## src/rtl/xacc_pkg.sv

```systemverilog
// xacc_pkg: width helpers shared by xout_accum and its FIFO.
// XOUT_ACCUM_AVG_EN narrows the output width to NBITS for the averaging build.
package xacc_pkg;
    let SUM_BITS(NB, W) = NB + $clog2(W);
    let OUT_BITS(NB, W) =
`ifdef XOUT_ACCUM_AVG_EN
        NB;
`else
        NB + $clog2(W);
`endif
    let IS_POW2(N) = (N >= 2) && ((N & (N - 1)) == 0);
endpackage

```

## src/rtl/xacc_fifo.sv

```systemverilog
// xacc_fifo: synchronous FIFO; a push onto a full FIFO is taken only alongside a pop.
module xacc_fifo
    import xacc_pkg::*;
#(
    parameter int WIDTH = 10,
    parameter int DEPTH = 4
) (
    input  logic                     clk,
    input  logic                     rst_n,
    input  logic                     push,
    input  logic                     pop,
    input  logic [WIDTH-1:0]         din,
    output logic [WIDTH-1:0]         head,
    output logic [$clog2(DEPTH):0]   count,
    output logic                     full,
    output logic                     empty
);
    localparam int AW = $clog2(DEPTH);

    if (!IS_POW2(DEPTH)) $error("xacc_fifo: DEPTH must be a power of two >= 2");

    logic [WIDTH-1:0] mem_q [DEPTH];
    logic [WIDTH-1:0] mem_d [DEPTH];
    logic [AW-1:0]    rd_q, rd_d, wr_q, wr_d;
    logic [AW:0]      cnt_q, cnt_d;
    logic             do_push, do_pop;

    assign full  = cnt_q == (AW+1)'(DEPTH);
    assign empty = cnt_q == '0;
    assign count = cnt_q;
    assign head  = mem_q[rd_q];

    always_comb begin
        do_pop  = pop && !empty;
        do_push = push && (!full || do_pop);
        mem_d   = mem_q;
        if (do_push) mem_d[wr_q] = din;
        rd_d  = do_pop  ? rd_q + 1'b1 : rd_q;
        wr_d  = do_push ? wr_q + 1'b1 : wr_q;
        cnt_d = cnt_q + (AW+1)'(do_push) - (AW+1)'(do_pop);
    end

    always_ff @(posedge clk) begin
        if (!rst_n) begin
            mem_q <= '{default: '0};
            rd_q  <= '0;
            wr_q  <= '0;
            cnt_q <= '0;
        end else begin
            mem_q <= mem_d;
            rd_q  <= rd_d;
            wr_q  <= wr_d;
            cnt_q <= cnt_d;
        end
    end
endmodule

```

## src/rtl/xout_accum.sv

```systemverilog
// xout_accum: sums every WINDOW valid XIN samples and queues the sums behind a valid/ready port.
// XOUT_ACCUM_AVG_EN pushes the truncating mean (sum >> log2(WINDOW)) instead of the sum.
module xout_accum
    import xacc_pkg::*;
#(
    parameter int NBITS  = 8,
    parameter int WINDOW = 4,
    parameter int DEPTH  = 4,
    localparam int SBITS = OUT_BITS(NBITS, WINDOW)
) (
    input  logic                   CLK,
    input  logic                   RST_N,
    input  logic [NBITS-1:0]       XIN,
    input  logic                   XVALID,
    output logic [SBITS-1:0]       SUM,
    output logic                   SVALID,
    input  logic                   SREADY,
    output logic [$clog2(DEPTH):0] COUNT,
    output logic                   OVERFLOW
);
    localparam int AB = SUM_BITS(NBITS, WINDOW);
    localparam int IW = $clog2(WINDOW);

    if (!IS_POW2(WINDOW)) $error("xout_accum: WINDOW must be a power of two >= 2");

    logic [AB-1:0]    acc_q, acc_d, res;
    logic [IW-1:0]    idx_q, idx_d;
    logic             ovf_q, ovf_d;
    logic             done, pop, full, empty;
    logic [SBITS-1:0] push_val;

    always_comb begin
        res   = acc_q + AB'(XIN);
        done  = XVALID && (&idx_q);
        pop   = SVALID && SREADY;
        acc_d = XVALID ? (done ? '0 : res) : acc_q;
        // idx wraps to 0 on its own because WINDOW is a power of two
        idx_d = XVALID ? idx_q + 1'b1 : idx_q;
        ovf_d = ovf_q || (done && full && !pop);
`ifdef XOUT_ACCUM_AVG_EN
        push_val = res[AB-1:IW];
`else
        push_val = res;
`endif
    end

    always_ff @(posedge CLK) begin
        if (!RST_N) begin
            acc_q <= '0;
            idx_q <= '0;
            ovf_q <= 1'b0;
        end else begin
            acc_q <= acc_d;
            idx_q <= idx_d;
            ovf_q <= ovf_d;
        end
    end

    xacc_fifo #(.WIDTH(SBITS), .DEPTH(DEPTH)) u_fifo (
        .clk   (CLK),
        .rst_n (RST_N),
        .push  (done),
        .pop   (SREADY),
        .din   (push_val),
        .head  (SUM),
        .count (COUNT),
        .full  (full),
        .empty (empty)
    );

    assign SVALID   = !empty;
    assign OVERFLOW = ovf_q;
endmodule

```

## config.mk

```make
export PLATFORM = sky130hd
export DESIGN_NAME = xout_accum
export DESIGN_NICKNAME = d
export VERILOG_FILES = /design/src/rtl/xacc_pkg.sv /design/src/rtl/xacc_fifo.sv /design/src/rtl/xout_accum.sv
export SDC_FILE = /design/constraint.sdc
export NUM_CORES = 1
export LEC_CHECK = 0
export BUFFER_PORTS_ARGS = -buffer_cell sky130_fd_sc_hd__buf_2
export CELL_PAD_IN_SITES_DETAIL_PLACEMENT = 0
export CELL_PAD_IN_SITES_GLOBAL_PLACEMENT = 2
export CORE_UTILIZATION = 40
export DETAILED_ROUTE_END_ITERATION = 7
export PLACE_DENSITY = 0.81
export REMOVE_ABC_BUFFERS = 1
export SYNTH_ARGS = -nofsm -noshare
export SYNTH_HDL_FRONTEND = slang
export SYNTH_HIERARCHICAL = 1
export SYNTH_SLANG_ARGS = --single-unit
```

## constraint.sdc

```tcl
create_clock -name CLK -period 4.9 [get_ports CLK]
set_clock_uncertainty 0.1 [all_clocks]
set_input_delay 0.735 -clock CLK [delete_from_list [all_inputs] [get_ports CLK]]
set_output_delay 0.735 -clock CLK [all_outputs]
set_load 0.1 [all_outputs]
```

Yosys cells after proc, flatten, opt, wreduce, memory -nomap -nowiden
Index checks and enable logic that the tools add are counted.
{ "op_classes": {"reduce_logical": 13, "n_eq_ne": 1, "n_addsub": 6, "magnitude_cmp": 3, "n_bitwise": 2, "muxes": 7} }
{ "op_table": {"columns": ["op", "n"], "rows": [
  ["$bwmux 40", 1],
  ["$mux 10", 4],
  ["$bmux 10 s2", 1],
  ["$demux 10 s2", 1],
  ["$add 10x8->10", 1],
  ["$add 2x1->2 const B", 3],
  ["$ge 3x3->1 const B", 2],
  ["$logic_and 1x1->1", 6],
  ["$not 2->3", 2],
  ["$add 3x1->3", 1],
  ["$eq 3x3->1 const B", 1],
  ["$logic_not 1->1", 3],
  ["$logic_not 3->1", 1],
  ["$lt 3x1->1 const B", 1],
  ["$sub 3x1->3", 1],
  ["$logic_or 1x1->1", 2],
  ["$reduce_and 2->1", 1]
]} }
{ "totals": {"word_cells": 42, "reg_bits": 60, "in_bits": 12, "output_inout_bits": 15} }

Depth between registers and ports, before layout
{ "depth": {"ltp_word": 7, "mapped_depth": 10, "mapped_depth_nobuf": 10} }

Cells and area by module
Netlist, hierarchy kept.
{ "modules_own_cells": {"columns": ["mod", "cells_each", "area_per_inst_um2", "instances"], "rows": [
  ["xacc_fifo", 198, 2184.6, 1],
  ["xout_accum", 115, 1003.5, 1]
]} }

Worst setup path before layout
No wires, ideal clock.
{ "synth_path": {"path_kind": "register to register", "startpoint": "reg u_fifo.cnt_q[2] (netlist: u_fifo/count[2])", "endpoint": "reg u_fifo.cnt_q[2] (netlist: u_fifo/count[2])", "arrival_time_ns": 2.867, "required_time_ns": 4.685, "setup_slack_ns": 1.818, "setup_time_ns": 0.115, "path_stages_with_launch": 10, "n_path_buf": 1, "path_cell_list": "dfxtp_1 -> nor4b_4 -> buf_6 -> nor2b_2 -> a21bo_1 -> ha_1 -> fa_1 -> xor2_1 -> xnor2_1 -> and2_1"} }
{ "synth_via": {"elab_chain_cells": 7, "word_cells_on_any_way": 9} }
{ "synth_lines": {"columns": ["item", "line", "source"], "rows": [
  ["start, declared", "xacc_fifo.sv:25", "logic [AW:0] cnt_q, cnt_d;"],
  ["start signal, assigned", "xacc_fifo.sv:53", "cnt_q <= cnt_d;"],
  ["$logic_not 3->1", "xacc_fifo.sv:29", "assign empty = cnt_q == '0;"],
  ["$logic_not 1->1", "xacc_fifo.sv:34", "do_pop = pop && !empty;"],
  ["$logic_and 1x1->1", "xacc_fifo.sv:34", null],
  ["$logic_or 1x1->1", "xacc_fifo.sv:35", "do_push = push && (!full || do_pop);"],
  ["$logic_and 1x1->1", "xacc_fifo.sv:35", null],
  ["$add 3x1->3", "xacc_fifo.sv:40", "cnt_d = cnt_q + (AW+1)'(do_push) - (AW+1)'(do_pop);"],
  ["$sub 3x1->3 (*)", "xacc_fifo.sv:40", null]
]} }
Every way passes the cells marked *; elsewhere a longest branch is shown, timed or not.
A chain may end at the register's enable or synchronous reset.

Worst setup path after layout
{ "layout_path": {"startpoint": "reg u_fifo.rd_q[0]", "endpoint": "out SUM[6]"} }
{ "layout_via": {"elab_chain_cells": 4} }
{ "layout_lines": {"columns": ["item", "line", "source"], "rows": [
  ["start, declared", "xacc_fifo.sv:24", "logic [AW-1:0] rd_q, rd_d, wr_q, wr_d;"],
  ["start signal, assigned", "xacc_fifo.sv:51", "rd_q <= rd_d;"],
  ["$not 2->3 (implied by the code)", "xacc_fifo.sv:31", "assign head = mem_q[rd_q];"],
  ["$bmux 10 s2", "xacc_fifo.sv:31", null],
  ["$mux 10 (implied by the code) (2 in series)", "xacc_fifo.sv:31", null],
  ["end, declared", "xout_accum.sv:15", "output logic [SBITS-1:0] SUM,"]
]} }
Every way passes these cells. The select of a mux whose other input is x is not followed.

==> impl_results.md <==
* Worst stage delay on the critical path at 0.85 ns
* Clock sink count at 60
* CP bufs+invs at 1
* Critical path's slowest cell: dfxtp_1
* Crit path arrival time at 2.12 ns
* GR Overflow Total at 0
* Synth Instances at 313
* Clock slew at reported path FFs at 0.06 ns
* Final TNS setup at 0 ns
* Area of the mapped netlist at 3188 um^2
* Main flop type after synthesis: dfxtp_1
* Vias per Instance at 5.016
* Pins Over Slew Limit at 0
* H-Tree Depth at 3
* Crit path from: u_fifo/rd_q[0]
* Power, Total at 1462 uW
* Fmax at 338.7 MHz
* DRC violations left at 0
* Number of antenna violations at the first check in global routing at 0
* Site Rows at 32
* CTS tree: done
* Nets at 362
* Hold_buf cts at 0
* Routed met3 length at 187 um
* Initial Util at 0.4126
* Global-route wire length before repair at 10.82 mm
* Max FO, Critical Path at 12
* Synth warnings at 6
* RSZ-0062 raised after global routing: no
* Startpoint Class: flip-flop
* Max VDD drop at 0.0001788 V
* Critical Path RT at 4.07 ns
* Max-cap violations at 0
* Number of global-route vias before repair at 2193
* Setup Viol. Count Final at 0
* Asr flop ratio synth at 0
* Core area at 7727 um^2
* Relative slew margins at 0.4047
* Library cells used by synthesis at 57
* Commonest non-fill, non-tap cell in the layout: nand2_1
* DR WL/cell at 14.39 um
* Fin area at 3576 um^2
* Post CTS Setup Buffer Count at 0
* Layout area overhead at 12.17%
* Die Footprint at 8331 um^2
* Fin util at 0.4628
* Commonest cells after routing, fill and taps aside: nand2_1 (61), dfxtp_1 (60), mux2i_1 (43)
* Clock tree buffer depth at 2
* Crit end category: output pin
* Status: finished, final reports clean
* Final worst-path cycle share at 0.6025
* PortBufs at 26
* Reg-to-reg startpoint: idx_q[0]
* Hpwl dp at 4.233 mm
* Post-CTS sizing at 0
* Leak at 0.001374 uW
* Antenna-violating nets left at 0
* CP Cell Sequence: mux4_2 -> buf_2
* Kind of cell adding the most delay to the critical path: flip-flops
* Vias at 2212
* Starting DRT DRC Count at 65
* Hold Crit Start: u_fifo/mem_q[0]
* EDFF count, synth at 0
* Met1 wire length at 3.212 mm
* Die height at 91.28 um
* Gr usage total at 0.1680
* Fill cells at 724
* Num CTS Buffers at 9
* Gpl congestion at 0.7281
* Sequential area share after synthesis at 0.3768
* Met2 WL at 2.890 mm
* N_diodes at 0
* Worst-margin pin slew at 0.8930 ns
* Die Width at 91.28 um
* Min-delay worst type: reg -> reg
* Fraction of layout cells with a size suffix above 1 at 0.1858
* Root Driver: clkbuf_8
* PwrDens at 408.8 nW/um^2
* Mean post-synth cell area at 10.19 um^2
* Worst-skew pair later-pin latency at 0.34 ns
* Post-DP Area at 3359 um^2
* Drt first pass iters at 4
* Largest net degree at the start of global routing at 55
* Final hold vios at 0
* Post-Route WL at 6.348 mm
* Yosys reg bits at 60
* Uppermost layer routed: met4
* CP Class: reg -> out
* Number of I/O pins at 27
* Tmin final at 2.952 ns
registers in the layout, summed over array words and instances, names as in the netlist:
name          count
OVERFLOW          1
acc_q            10
idx_q             2
u_fifo/count      3
u_fifo/mem_q     40
u_fifo/rd_q       2
u_fifo/wr_q       2
cell usage after synthesis, drive strengths merged (2+ instances only):
cell,number,share of area
a211oi,2,0.0063
a21o,4,0.0094
a21oi,3,0.0047
a22oi,3,0.0071
and2,9,0.018
buf,9,0.021
clkbuf,9,0.011
dfxtp,60,0.38
fa,2,0.013
ha,14,0.055
inv,11,0.013
mux2i,43,0.14
mux4,10,0.071
nand2,61,0.072
nand3,2,0.0031
nand4,2,0.0039
nor2,7,0.029
nor2b,10,0.020
nor3,4,0.0063
nor3b,2,0.0047
nor4,2,0.0059
nor4b,2,0.010
o21a,2,0.0047
o21ai,5,0.0078
o31a,2,0.0055
or3,2,0.0039
xnor2,7,0.019
xor2,4,0.011
cell families (layout without fill, tap and decap cells):
kind of cell,Yosys count,in the layout,share of synthesized area
muxes,53,53,0.2057
AOI/OAI and AO/OA,36,36,0.08713
buffers and inverters,29,55,0.04474
and+or+nand+nor,108,108,0.1880
xor gates and xnor gates,11,11,0.03022
DFF,60,60,0.3768
adders and majority gates,16,16,0.06751
power breakdown:
group	switching [uW]	internal, uW
sequential	62.8	515
combinational	254	138
clock	195	298
stage by stage:
stage | setup WS (ns) | hold slack (ns) | std cells
after floorplan | 1.277 | 0.3315 | 295
after global placement | 1.985 | 0.3387 | 425
after detailed placement | 1.953 | 0.3459 | 425
after CTS | 1.883 | 0.3571 | 441
after global routing | 1.814 | 0.3712 | 441
final | 1.948 | 0.3548 | 441
layout make-up:
cell class              instances  area, um^2  area share
clock buffers                  11       141.4     0.03954
clock inverters                 5       75.07     0.02099
inverters                      11       41.29     0.01155
multi-input cells             224        1844      0.5157
flip-flops and latches         60        1201      0.3359
well taps                     102       127.6     0.03569
repair buffers                 28       145.1     0.04059
worst reg2reg max path: stages, from the launching register on:
cell     delay (ns)
dfxtp_1        0.36
ha_1           0.35
and2_1         0.31
or2_1          0.18
a21bo_1        0.21
ha_1           0.18
fa_1           0.38
xor2_1         0.16
xnor2_1        0.13
and2_1         0.15
metal layers:
metal  track usage  up-vias
met5             0        -
li1              -     1142
met3       0.05360        4
met1        0.2218     1033
met2        0.2652       33
met4       0.04365        0
worst paths after layout:
kind	to	slack (ns)	cells after the start
hold reg to reg	u_fifo/mem_q[0]	0.35	2
hold / removal	u_fifo/mem_q[0]	0.35	2
setup / recovery	SUM[6]	1.95	2
setup reg to reg	u_fifo/count[2]	2.29	9
Power figures use the tool's default switching activity.
